### src/rtl/fetch_stage_if.sv
// ---------------------------------------------------------------------------
// fetch_stage_if
//   Bundle of the fetch stage's handshake signals.
//   - PC side      : imemaddr, rtn_addr (in), pc_advance (out)
//   - I-cache side : iREN (out), ihit, imemload (in)
//   - Control      : flush (redirect), id_ready (decode consumes head)
//   - IF/ID side   : if_valid, if_instr, if_pc, if_npc, halted (out)
//   Modport master is the fetch stage itself; modport slave is the
//   surrounding pipeline (PC, cache, decode, hazard unit).
// ---------------------------------------------------------------------------
interface fetch_stage_if;
    logic [31:0] imemaddr;
    logic [31:0] rtn_addr;
    logic        iREN;
    logic        ihit;
    logic [31:0] imemload;
    logic        pc_advance;
    logic        flush;
    logic        id_ready;
    logic        if_valid;
    logic [31:0] if_instr;
    logic [31:0] if_pc;
    logic [31:0] if_npc;
    logic        halted;

    modport master (
        input  imemaddr, rtn_addr, ihit, imemload, flush, id_ready,
        output iREN, pc_advance, if_valid, if_instr, if_pc, if_npc, halted
    );

    modport slave (
        output imemaddr, rtn_addr, ihit, imemload, flush, id_ready,
        input  iREN, pc_advance, if_valid, if_instr, if_pc, if_npc, halted
    );
endinterface

### src/rtl/fetch_stage.sv
// ---------------------------------------------------------------------------
// fetch_stage
//   Instruction fetch stage directly downstream of the PC. Reads the I-cache
//   at the current PC, captures {instr, pc, pc+4} into a DEPTH-entry circular
//   queue and presents the head to decode as the IF/ID boundary. Generates the
//   PC advance enable and handles redirect flush, decode stall and HALT.
//
//   Parameters
//     DEPTH   : fetch queue entries (>= 1)
//     HALT_OP : instruction word that stops fetching once accepted
//   Ports
//     CLK  : clock, all state updates on the rising edge
//     nRST : asynchronous active-low reset
//     fif  : fetch_stage_if.master (PC, I-cache, control and IF/ID signals)
// ---------------------------------------------------------------------------
module fetch_stage #(
    parameter int unsigned DEPTH   = 2,
    parameter logic [31:0] HALT_OP = 32'hFFFF_FFFF
) (
    input  logic          CLK,
    input  logic          nRST,
    fetch_stage_if.master fif
);

    localparam int unsigned PTR_W = (DEPTH > 1) ? $clog2(DEPTH) : 1;
    localparam int unsigned CNT_W = $clog2(DEPTH + 1);

    typedef enum logic {
        RUN    = 1'b0,
        HALTED = 1'b1
    } state_t;

    typedef struct packed {
        logic [31:0] instr;
        logic [31:0] pc;
        logic [31:0] npc;
    } entry_t;

    state_t             state_q, state_d;
    logic [CNT_W-1:0]   cnt_q,   cnt_d;
    logic [PTR_W-1:0]   rd_ptr_q, rd_ptr_d;
    logic [PTR_W-1:0]   wr_ptr_q, wr_ptr_d;
    entry_t             mem_q [DEPTH];
    entry_t             mem_d [DEPTH];

    logic               iren;
    logic               accept;
    logic               pop;

    // Pointers wrap modulo DEPTH, which need not be a power of two.
    function automatic logic [PTR_W-1:0] ptr_inc(input logic [PTR_W-1:0] p);
        return (p == PTR_W'(DEPTH - 1)) ? '0 : p + 1'b1;
    endfunction

    // -----------------------------------------------------------------------
    // Next-state / output logic
    // -----------------------------------------------------------------------
    always_comb begin
        // NOTE: every variable gets a default before any branch so no path
        // leaves one unassigned, which would infer a latch.
        state_d  = state_q;
        cnt_d    = cnt_q;
        rd_ptr_d = rd_ptr_q;
        wr_ptr_d = wr_ptr_q;
        mem_d    = mem_q;

        // A full queue blocks the read itself, so the PC holds and no fetch
        // is ever dropped for lack of space.
        iren   = (state_q == RUN) && (cnt_q < CNT_W'(DEPTH));
        accept = iren && fif.ihit && !fif.flush;
        pop    = (cnt_q != '0) && fif.id_ready && !fif.flush;

        if (fif.flush) begin
            // Everything queued or arriving this cycle is wrong-path,
            // including a HALT fetched past the taken branch.
            cnt_d    = '0;
            rd_ptr_d = '0;
            wr_ptr_d = '0;
            state_d  = RUN;
        end else begin
            if (accept) begin
                mem_d[wr_ptr_q] = '{instr: fif.imemload,
                                    pc:    fif.imemaddr,
                                    npc:   fif.rtn_addr};
                wr_ptr_d = ptr_inc(wr_ptr_q);
                if (fif.imemload == HALT_OP) begin
                    state_d = HALTED;
                end
            end
            if (pop) begin
                rd_ptr_d = ptr_inc(rd_ptr_q);
            end
            case ({accept, pop})
                2'b10:   cnt_d = cnt_q + CNT_W'(1);
                2'b01:   cnt_d = cnt_q - CNT_W'(1);
                default: cnt_d = cnt_q;
            endcase
        end
    end

    // -----------------------------------------------------------------------
    // State registers
    // -----------------------------------------------------------------------
    always_ff @(posedge CLK or negedge nRST) begin
        if (!nRST) begin
            state_q  <= RUN;
            cnt_q    <= '0;
            rd_ptr_q <= '0;
            wr_ptr_q <= '0;
            // NOTE: the queue storage is reset too, because the head fields
            // are visible on the IF/ID outputs and must read 0 out of reset.
            for (int i = 0; i < int'(DEPTH); i++) begin
                mem_q[i] <= '0;
            end
        end else begin
            // NOTE: non-blocking assignments so every flop samples the
            // pre-edge values regardless of statement order.
            state_q  <= state_d;
            cnt_q    <= cnt_d;
            rd_ptr_q <= rd_ptr_d;
            wr_ptr_q <= wr_ptr_d;
            mem_q    <= mem_d;
        end
    end

    // -----------------------------------------------------------------------
    // Outputs
    // -----------------------------------------------------------------------
    assign fif.iREN       = iren;
    assign fif.pc_advance = accept;
    assign fif.if_valid   = (cnt_q != '0);
    // Head fields are shown even when empty; decode ignores them then.
    assign fif.if_instr   = mem_q[rd_ptr_q].instr;
    assign fif.if_pc      = mem_q[rd_ptr_q].pc;
    assign fif.if_npc     = mem_q[rd_ptr_q].npc;
    assign fif.halted     = (state_q == HALTED);

endmodule
### src/flat_wrapper.sv
// flat-port wrapper written by rule: the top's interface ports become plain ports
module fetch_stage_flat 
#(
    parameter int unsigned DEPTH   = 2,
    parameter logic [31:0] HALT_OP = 32'hFFFF_FFFF
)
  (CLK, nRST, fif_imemaddr, fif_rtn_addr, fif_ihit, fif_imemload, fif_flush, fif_id_ready, fif_iREN, fif_pc_advance, fif_if_valid, fif_if_instr, fif_if_pc, fif_if_npc, fif_halted);
  fetch_stage_if fif_i ();
  input  logic CLK;
  input  logic nRST;
  input wire logic [$bits(fif_i.imemaddr)-1:0] fif_imemaddr;
  input wire logic [$bits(fif_i.rtn_addr)-1:0] fif_rtn_addr;
  input wire logic [$bits(fif_i.ihit)-1:0] fif_ihit;
  input wire logic [$bits(fif_i.imemload)-1:0] fif_imemload;
  input wire logic [$bits(fif_i.flush)-1:0] fif_flush;
  input wire logic [$bits(fif_i.id_ready)-1:0] fif_id_ready;
  output wire logic [$bits(fif_i.iREN)-1:0] fif_iREN;
  output wire logic [$bits(fif_i.pc_advance)-1:0] fif_pc_advance;
  output wire logic [$bits(fif_i.if_valid)-1:0] fif_if_valid;
  output wire logic [$bits(fif_i.if_instr)-1:0] fif_if_instr;
  output wire logic [$bits(fif_i.if_pc)-1:0] fif_if_pc;
  output wire logic [$bits(fif_i.if_npc)-1:0] fif_if_npc;
  output wire logic [$bits(fif_i.halted)-1:0] fif_halted;
  assign fif_i.imemaddr = fif_imemaddr;
  assign fif_i.rtn_addr = fif_rtn_addr;
  assign fif_i.ihit = fif_ihit;
  assign fif_i.imemload = fif_imemload;
  assign fif_i.flush = fif_flush;
  assign fif_i.id_ready = fif_id_ready;
  assign fif_iREN = fif_i.iREN;
  assign fif_pc_advance = fif_i.pc_advance;
  assign fif_if_valid = fif_i.if_valid;
  assign fif_if_instr = fif_i.if_instr;
  assign fif_if_pc = fif_i.if_pc;
  assign fif_if_npc = fif_i.if_npc;
  assign fif_halted = fif_i.halted;
  fetch_stage #(.DEPTH(DEPTH), .HALT_OP(HALT_OP)) u_core (.CLK(CLK), .nRST(nRST), .fif(fif_i));
endmodule
### config.mk
export PLATFORM = sky130hd
export DESIGN_NAME = fetch_stage_flat
export DESIGN_NICKNAME = d
export VERILOG_FILES = /design/src/rtl/fetch_stage_if.sv /design/src/rtl/fetch_stage.sv /design/src/flat_wrapper.sv
export SDC_FILE = /design/constraint.sdc
export NUM_CORES = 1
export LEC_CHECK = 0
export BUFFER_PORTS_ARGS = -buffer_cell sky130_fd_sc_hd__buf_2
export CORE_MARGIN = 5
export CORE_UTILIZATION = 49
export DETAILED_ROUTE_END_ITERATION = 6
export GPL_TIMING_DRIVEN = 0
export PLACE_DENSITY = 0.76
export SYNTH_ARGS = -nofsm -noshare
export SYNTH_HDL_FRONTEND = slang
export SYNTH_SLANG_ARGS = --single-unit
### constraint.sdc
create_clock -name CLK -period 1.6 [get_ports CLK]
set_input_delay 0.32 -clock CLK [delete_from_list [all_inputs] [get_ports CLK]]
set_output_delay 0.32 -clock CLK [all_outputs]
set_load 0.1 [all_outputs]
Word-level counts from Yosys, hierarchy flattened:

Index checks and enable logic that the tools add are counted.

* flip-flop bits (word level): 197
* output and inout port bits: 100
* logic and storage cells: 56

* add/sub/neg operators: 4
* $lt $le $gt $ge: 4
* equal/unequal tests: 3
* mux-type cells: 17
* bitwise gates (word level): 4
* reduce and logical (&&, ||, !) cells: 14

Operators with widths (number)
* 96-bit two-way mux: 4
* 192-bit bitwise mux: 1
* 96-bit demux with 1-bit select: 1
* 32-bit equality test (second input constant): 1
* 1-bit two-way mux: 9
* 2-bit nonzero test: 4
* 1-bit logical AND: 6
* 2-bit greater-or-equal comparator (second input constant): 2
* 1-bit NOT with 2-bit output: 2
* 2-bit one-hot mux with 2 select lines: 1
* 2-bit AND reduction: 2
* 3-bit nonzero test: 1
* 1-bit adder (second input constant): 2
* 2-bit by 1-bit adder with 2-bit output (second input constant): 1
* 2-bit by 1-bit equality test with 1-bit output (second input constant): 1
* 2-bit equality test (second input constant): 1
* 2-bit by 1-bit < comparator with 1-bit output (second input constant): 1
* 2-bit < comparator (second input constant): 1
* 2-bit two-way mux: 1
* 1-bit NOT: 2
* 2-bit by 1-bit subtractor with 2-bit output (second input constant): 1
* 1-bit logical NOT: 1

Depth between registers and ports, before layout:

Gate-level depths: netlist of run 1.

* depth after elaboration: 7
* depth in mapped cells: 6

Least setup slack after synthesis of run 1:

Ideal clock, no wire load.

* kind: reg2reg
* start: register u_core.state_q, in the netlist u_core.fif.halted
* end: register u_core.mem_q[100] (netlist bit)
* data arrival time: 3.013 ns
* data required time: 1.475 ns
* setup slack: -1.538 ns
* stages on the path, launching flop included: 7
* period minus slack after synthesis: 3.138 ns
* path through: dfrtp_1 > nor4b_4 > and2b_1 > buf_4 > buf_12 > buf_12 > mux2_4

* word-level cells in the longest chain between the ends: 5

Ends and longest elaborated chain
* start, declared: line fetch_stage.sv:39 `state_t state_q, state_d;`
* start signal, assigned: line fetch_stage.sv:118 `state_q <= state_d;`
* 1-bit NOT: line fetch_stage.sv:69 `iren = (state_q == RUN) && (cnt_q < CNT_W'(DEPTH));`
* 1-bit logical AND: line fetch_stage.sv:69
* 1-bit logical AND (2 in series): line fetch_stage.sv:70 `accept = iren && fif.ihit && !fif.flush;`
* named net fif_pc_advance: line flat_wrapper.sv:18 `output wire logic [$bits(fif_i.pc_advance)-1:0] fif_pc_advance;`
* 2-bit AND reduction (no line)
* end signal, assigned: line fetch_stage.sv:122 `mem_q <= mem_d;`
* end, declared: line fetch_stage.sv:43 `entry_t mem_q [DEPTH];`

The timed path passes the listed nets, and every way through them passes these cells.
A chain may end at the register's enable or synchronous reset.

Worst setup path in the final report of run 1:

* start: register u_core.rd_ptr_q
* end: output port fif_if_instr[16]

* word-level cells in the longest chain between the ends: 4

Ends and longest elaborated chain
* start, declared: line fetch_stage.sv:41 `logic [PTR_W-1:0] rd_ptr_q, rd_ptr_d;`
* start signal, assigned: line fetch_stage.sv:120 `rd_ptr_q <= rd_ptr_d;`
* 1-bit NOT with 2-bit output (not written as such): line fetch_stage.sv:133 `assign fif.if_instr = mem_q[rd_ptr_q].instr;`
* 96-bit two-way mux (not written as such) (3 in series): line fetch_stage.sv:133
* end, declared: line flat_wrapper.sv:20 `output wire logic [$bits(fif_i.if_instr)-1:0] fif_if_instr;`

Every way passes these cells. The select of a mux whose other input is x is not followed.

==> impl_results.md, run 1 <==
- Status: complete, but fails checks
- Violated checks: negative setup slack
- Via/cell ratio: approximately 5.3
- F_max: between 400 and 500 MHz
- Cell leakage power: 0.00640 uW
- Reg2reg setup slack: -250 ps
- Post-route minimum period: approximately 2100 ps
- Clk_lat worst skew: approximately 430 ps
- GR Util All Layers: between 20% and 30%
- Core area: between 0.015 and 0.02 mm2
- Combinational Power Share: a little over half
- Synth cell types: 26
- Net Sw Frac: a little over two fifths
- Max-cap violations: 0
- Wire per inst: approximately 22 um
- Synth warn: 0
- Drt first pass iters: 4
- CTS H-tree lvls: 4
- Commonest non-fill, non-tap cell in the layout: mux2_4
- Sw power: 10300 uW
- Flops & latches, synth: 197
- Top FF cell, synth: dfrtp_1
- Residual DRC: 0
- Die height: around 150 um
- Maximum root-to-sink buffer count: 2
- Grt ovf: 0
- Worst VDD drop: between 0.001 and 0.0015 V
- Antenna diodes: 0
- DP Area: roughly 0.011 mm2
- Sequential power share: ~30%
- Vias: between 5000 and 6000
- Row count: slightly below 50
- Antenna Nets Post-Route: 0
- Fraction of layout cells with a size suffix above 1: between 70 and 80%
- Setup WS post-layout: -511 ps
- Initial core utilization: 49.9%
- Clock share of power: roughly 17%
- Vias in the first global route: ~6600
- Die area: between 0.02 and 0.025 mm2
- CP endpoint kind: output port
- Post-Synthesis Net Count: 652
- Final Wtd Congestion: around 0.84
- Estimated wirelength of the detail-placed design: 14.4 mm
- Critical Path Fanout Max: 10
- Total wire length: about 24 mm
- Asr flop ratio synth: 100%
- Crit path DAT: approximately 1800 ps
- First-pass GRT wire length: between 30 and 40 mm
- Final hold violations: 0
- # port buffers: 200
- Root Buffer: clkbuf_16
- EDFF count, synth: 0
- Final core utilization: between 70 and 80%
- Max-slew headroom: between 60% and 70%
- Final net count: roughly 900
- 1st-iter DRT viols: between 200 and 250
- Setup CP Type: reg2out
- Die width: between 100 and 150 um
- Most frequent cells in the layout: mux2_4 (199), dfrtp_1 (195), buf_2 (99), buf_12 (90), mux2_2 (89)
- Worst-margin pin slew: 540 ps
- Netlist Area Pre-Place: between 0.008 and 0.009 mm2
- Syn Area/Cell: between 15 and 20 um2
- Type of the most critical hold path: in2reg
- Unrepaired setup endpoints after global routing: true
- Cells after Synth: approximately 550
- Slew Viols, Final: 0
- Final setup violating endpoints: roughly 290
- Largest net degree at the start of global routing: 100
- Register area share after synthesis: between 50% and 60%
- Crit share post-route: 132%
- CTS tree: yes
- Post-Place Setup Slack: -392 ps
- Post-route cell area: ~0.013 mm2
- Crit start category: flip-flop
- CP required: 1280 ps
- Final setup TNS: -79830 ps
- Internal power: about 14000 uW
- I/O pins: about 200
- Initial antenna violation count: 0
- Clock buffer count from CTS: 17
- Cell area power density: roughly 1800 mW/mm2
- Worst-path clk slew: around 80 ps
- Clock Sinks: between 150 and 200
- Setup skew after layout: about 12 ps
- Synth-to-Final Area Change: 49.2%
-- power groups by stage --
stage | combinational (uW) | sequential [uW] | clock, uW
after global routing | 12900 | 7510 | 4390
after global placement | 9760 | 7200 | 0
after detailed placement | 9900 | 7330 | 0
final | 12500 | 7360 | 4100
after CTS | 11900 | 7260 | 4180
after floorplan | 8910 | 7060 | 0
-- worst max-delay path, cell delays in order, from the launching register on --
cell and delay, ps:
dfrtp_1 390, buf_8 150, clkbuf_16 170, buf_12 150, mux2_4 330, buf_12 170
-- cell usage after synthesis, types with 3 or more instances --
cell,instances,area share [%]
buf_4,7,0.59
nand4_1,9,0.63
nor2_1,5,0.21
a21oi_1,3,0.17
mux2_2,208,26
buf_2,8,0.45
buf_12,5,1.1
clkbuf_1,8,0.34
buf_6,4,0.50
mux2_4,80,13
dfrtp_1,197,55
-- registers in the layout, indices dropped and copies added, names as in the netlist --
signal and count:
u_core.mem_q 192, u_core.cnt_q 2, u_core.fif.halted 1, u_core.rd_ptr_q 1, u_core.wr_ptr_q 1
-- final timing paths --
kind / startpoint / end / cells after the start
max in group asynchronous: nRST / u_core.fif.halted / 3
min in group asynchronous: nRST / u_core.mem_q[12] / 2
hold reg to reg: u_core.mem_q[39] / u_core.mem_q[39] / 1
setup reg to reg: u_core.fif.halted / u_core.mem_q[112] / 7
hold / removal: fif_imemaddr[30] / u_core.mem_q[158] / 2
setup / recovery: u_core.rd_ptr_q / fif_if_instr[16] / 5
-- cell families (layout without fill, tap and decap cells) --
group / after synthesis / in the layout / synth area share, %
AOI/OAI and AO/OA: 6 / 6 / 0.405
DFF: 197 / 197 / 55.0
muxes: 288 / 288 / 39.5
buffers and inverters: 33 / 308 / 3.03
xor gates and xnor gates: 2 / 2 / 0.196
and+or+nand+nor: 25 / 25 / 1.80
-- stage by stage --
stage	instances	hold slack (ps)	total power [uW]
final	1055	134	24000
after global routing	1055	116	24800
after CTS	1050	114	23300
after detailed placement	981	397	17200
after global placement	980	481	17000
after floorplan	551	24.4	16000
-- cell type report --
cell class | count | area [um2]
Multi-Input combinational cell | 321 | 4240
Fill cell | 1045 | 4590
Timing Repair Buffer | 244 | 2810
Buffer | 31 | 542
Inverter | 1 | 3.75
Clock buffer | 20 | 447
Clock inverter | 12 | 118
Sequential cell | 197 | 4930
Tap cell | 229 | 287
-- layer usage --
layer	GRT usage (%)	share of wire (%)	vias to the layer above
li1	-	-	2513
met4	5.97	1.2	0
met3	4.77	4.2	18
met5	0	0	-
met1	26.7	42	2924
met2	36.6	52	144
-- what timing repair did --
action / CTS / global route
hold buffers: 1 / 0
buffers inserted: 21 / 8
gates resized for setup: 325 / 140
pin swaps: 2 / 2
endpoints found under the setup margin: 292 / 387
endpoints found under the hold margin: 98 / 0
gates cloned: 15 / 5
(Power assumes the default switching activity.)
==> inputs of run 2 (changes only) <==
--- a/config.mk
+++ b/config.mk
@@ -7,10 +7,12 @@
 export LEC_CHECK = 0
 export BUFFER_PORTS_ARGS = -buffer_cell sky130_fd_sc_hd__buf_2
 export CORE_MARGIN = 5
-export CORE_UTILIZATION = 49
+export CORE_UTILIZATION = 51
+export CTS_BUF_LIST = sky130_fd_sc_hd__clkbuf_8
 export DETAILED_ROUTE_END_ITERATION = 6
 export GPL_TIMING_DRIVEN = 0
-export PLACE_DENSITY = 0.76
+export PLACE_DENSITY = 0.79
+export SLEW_MARGIN = 15
 export SYNTH_ARGS = -nofsm -noshare
 export SYNTH_HDL_FRONTEND = slang
 export SYNTH_SLANG_ARGS = --single-unit
==> impl_results.md, run 2 (synthesized netlist as in run 1, its figures left out) <==
- Status: complete, but fails checks (unchanged)
- Violated checks: negative setup slack (unchanged)
- Max-cap violations: 0 (unchanged)
- Vias: 5864 (was 5599)
- Residual DRC: 0 (unchanged)
- Wire per inst: 25.4 um (was 22.3 um)
- Clock buffer count from CTS: 17 (unchanged)
- Crit path DAT: 1850 ps (was 1790 ps)
- Crit share post-route: 135% (was 132%)
- Core area: 0.0173 mm2 (was 0.0180 mm2)
- Fraction of layout cells with a size suffix above 1: 73.3% (was 72.8%)
- Net Sw Frac: 42.8% (about the same)
- Setup CP Type: reg2out (unchanged)
- Worst VDD drop: 0.00115 V (was 0.00143 V)
- F_max: 462 MHz (was 474 MHz)
- Internal power: 14100 uW (was 13700 uW)
- Sw power: 10600 uW (was 10300 uW)
- CP endpoint kind: output port (unchanged)
- Clock share of power: 13.1% (was 17.1%)
- 1st-iter DRT viols: 310 (was 204)
- CP required: 1280 ps (about the same)
- Clk_lat worst skew: 470 ps (was 430 ps)
- Type of the most critical hold path: in2reg (unchanged)
- Drt first pass iters: 4 (unchanged)
- Row count: 48 (was 49)
- Combinational Power Share: 56.6% (was 52.2%)
- Setup skew after layout: 8.83 ps (was 12.4 ps)
- Total wire length: 27.1 mm (was 23.5 mm)
- Slew Viols, Final: 0 (unchanged)
- First-pass GRT wire length: 39.6 mm (was 36.0 mm)
- Post-route minimum period: 2170 ps (was 2110 ps)
- Synth-to-Final Area Change: 59.0% (was 49.2%)
- Clock Sinks: 197 (unchanged)
- Cell leakage power: 0.00680 uW (was 0.00640 uW)
- Unrepaired setup endpoints after global routing: true (unchanged)
- Final net count: 931 (was 914)
- Worst-path clk slew: 100 ps (was 80 ps)
- Die height: 143 um (was 145 um)
- Most frequent cells in the layout: mux2_4 (232), dfrtp_1 (195), buf_12 (131), buf_2 (99), mux2_2 (56) (was mux2_4 (199), dfrtp_1 (195), buf_2 (99), buf_12 (90), mux2_2 (89))
- Final hold violations: 0 (unchanged)
- Biggest regs: u_core.mem_q (192), u_core.cnt_q (2) (unchanged)
- Cell area power density: 1730 mW/mm2 (was 1790 mW/mm2)
- Total placed cells including tap cells: 978 (was 981)
- Final Wtd Congestion: 0.852 (was 0.844)
- Fin cells: 1068 (was 1055)
- Vias in the first global route: 6817 (was 6559)
- Die width: 143 um (was 145 um)
- I/O pins: 201 (unchanged)
- Final setup violating endpoints: 292 (was 291)
- Largest register by flop count: u_core.mem_q (unchanged)
- Critical Path Fanout Max: 7 (was 10)
- Commonest non-fill, non-tap cell in the layout: mux2_4 (unchanged)
- GR Util All Layers: 25.4% (was 21.1%)
- Crit start category: flip-flop (unchanged)
- Via/cell ratio: 5.49 (was 5.31)
- Largest net degree at the start of global routing: 83 (was 100)
- Layout filler cell count: 778 (was 1045)
- Worst-margin pin slew: 417 ps (was 540 ps)
- Die area: 0.0203 mm2 (was 0.0211 mm2)
- Post-Place Setup Slack: -448 ps (was -392 ps)
- CTS tree: yes (unchanged)
- Grt ovf: 0 (unchanged)
- Maximum root-to-sink buffer count: 2 (unchanged)
- Initial core utilization: 51.8% (was 49.9%)
- CTS H-tree lvls: 4 (unchanged)
- Setup WS post-layout: -565 ps (was -511 ps)
- Max reg flops: 192 (unchanged)
- Sequential power share: 30.3% (was 30.7%)
- Root Buffer: clkbuf_8 (was clkbuf_16)
- Max-slew headroom: 72.2% (was 64.0%)
- # port buffers: 200 (unchanged)
- Antenna Nets Post-Route: 0 (unchanged)
- Initial antenna violation count: 1 (was 0)
- Estimated wirelength of the detail-placed design: 14.7 mm (was 14.4 mm)
[run 2: cell count changes in the layout (fill, tap and decap cells not counted), moves of 7 or more]
cell / delta
buf_12: +41
buf_16: +9
buf_4: -45
buf_8: +7
clkbuf_16: -15
clkbuf_8: +17
mux2_2: -33
mux2_4: +33
[run 2: final timing paths]
path	from	endpoint	slack (ps)	cells past startpoint
setup / recovery	u_core.rd_ptr_q	fif_if_instr[4]	-570	5
hold / removal	fif_imemaddr[16]	u_core.mem_q[144]	90	2
setup reg to reg	u_core.fif.halted	u_core.mem_q[168]	-310	7
hold reg to reg	u_core.mem_q[37]	u_core.mem_q[37]	520	1
max in group asynchronous	nRST	u_core.mem_q[63]	230	4
min in group asynchronous	nRST	u_core.mem_q[4]	340	2
[run 2: layout make-up]
class / instances / area (um2) / share of cell area [%]
antenna: 1 / 2.50 / 0.0176
buffer: 31 / 607 / 4.26
clock buffer: 18 / 248 / 1.74
clock inverter: 13 / 135 / 0.949
inverter: 1 / 3.75 / 0.0264
multi-input combinational: 321 / 4370 / 30.7
sequential: 197 / 4930 / 34.6
tap: 225 / 282 / 1.98
timing repair buffer: 261 / 3660 / 25.7
[run 2: worst max-delay path: stages (launching register included)]
cell and delay (ps):
dfrtp_1 400, buf_8 140, clkbuf_16 180, clkbuf_16 170, mux2_4 320, buf_12 170
[run 2: power by group through the flow]
stage | sequential [uW] | clock (uW) | combinational (uW)
floorplan | 7060 | 0 | 8910
global placement | 7200 | 0 | 9740
detailed placement | 7340 | 0 | 9930
CTS | 7280 | 3250 | 12800
global route | 7620 | 3490 | 14300
finish | 7480 | 3250 | 14000
[run 2: what timing repair did]
item                                    4_1_cts  5_1_grt
endpoints found under the hold margin        59        0
pin swaps                                     1        7
resized for setup                           479      158
gates cloned                                 24        5
hold buffers                                  1        0
endpoints found under the setup margin      292      352
setup buffers                                29        9
[run 2: per-stage QoR]
| step | power, uW | utilization [%] | hold WS, ps | TNS [ps] | instance area, um2 |
|---|---|---|---|---|---|
| 6_report | 24700 | 82.3 | 87.7 | -88670 | 14200 |
| 5_1_grt | 25500 | 82.3 | 68.0 | -101770 | 14200 |
| 4_1_cts | 23400 | 79.0 | 68.3 | -89430 | 13700 |
| 3_5_place_dp | 17300 | 60.9 | 279 | -82310 | 10500 |
| 3_3_place_gp | 16900 | 60.5 | 481 | -623530 | 10500 |
| 2_1_floorplan | 16000 | - | 24.4 | -239990 | 9190 |
[run 2: layer usage]
metal / track usage (%) / vias to the layer above / wire, um
met4: 7.30 / 0 / 497
met5: 0 / - / 0
li1: - / 2547 / -
met2: 45.8 / 193 / 14900
met1: 30.5 / 3088 / 10400
met3: 5.48 / 36 / 1270
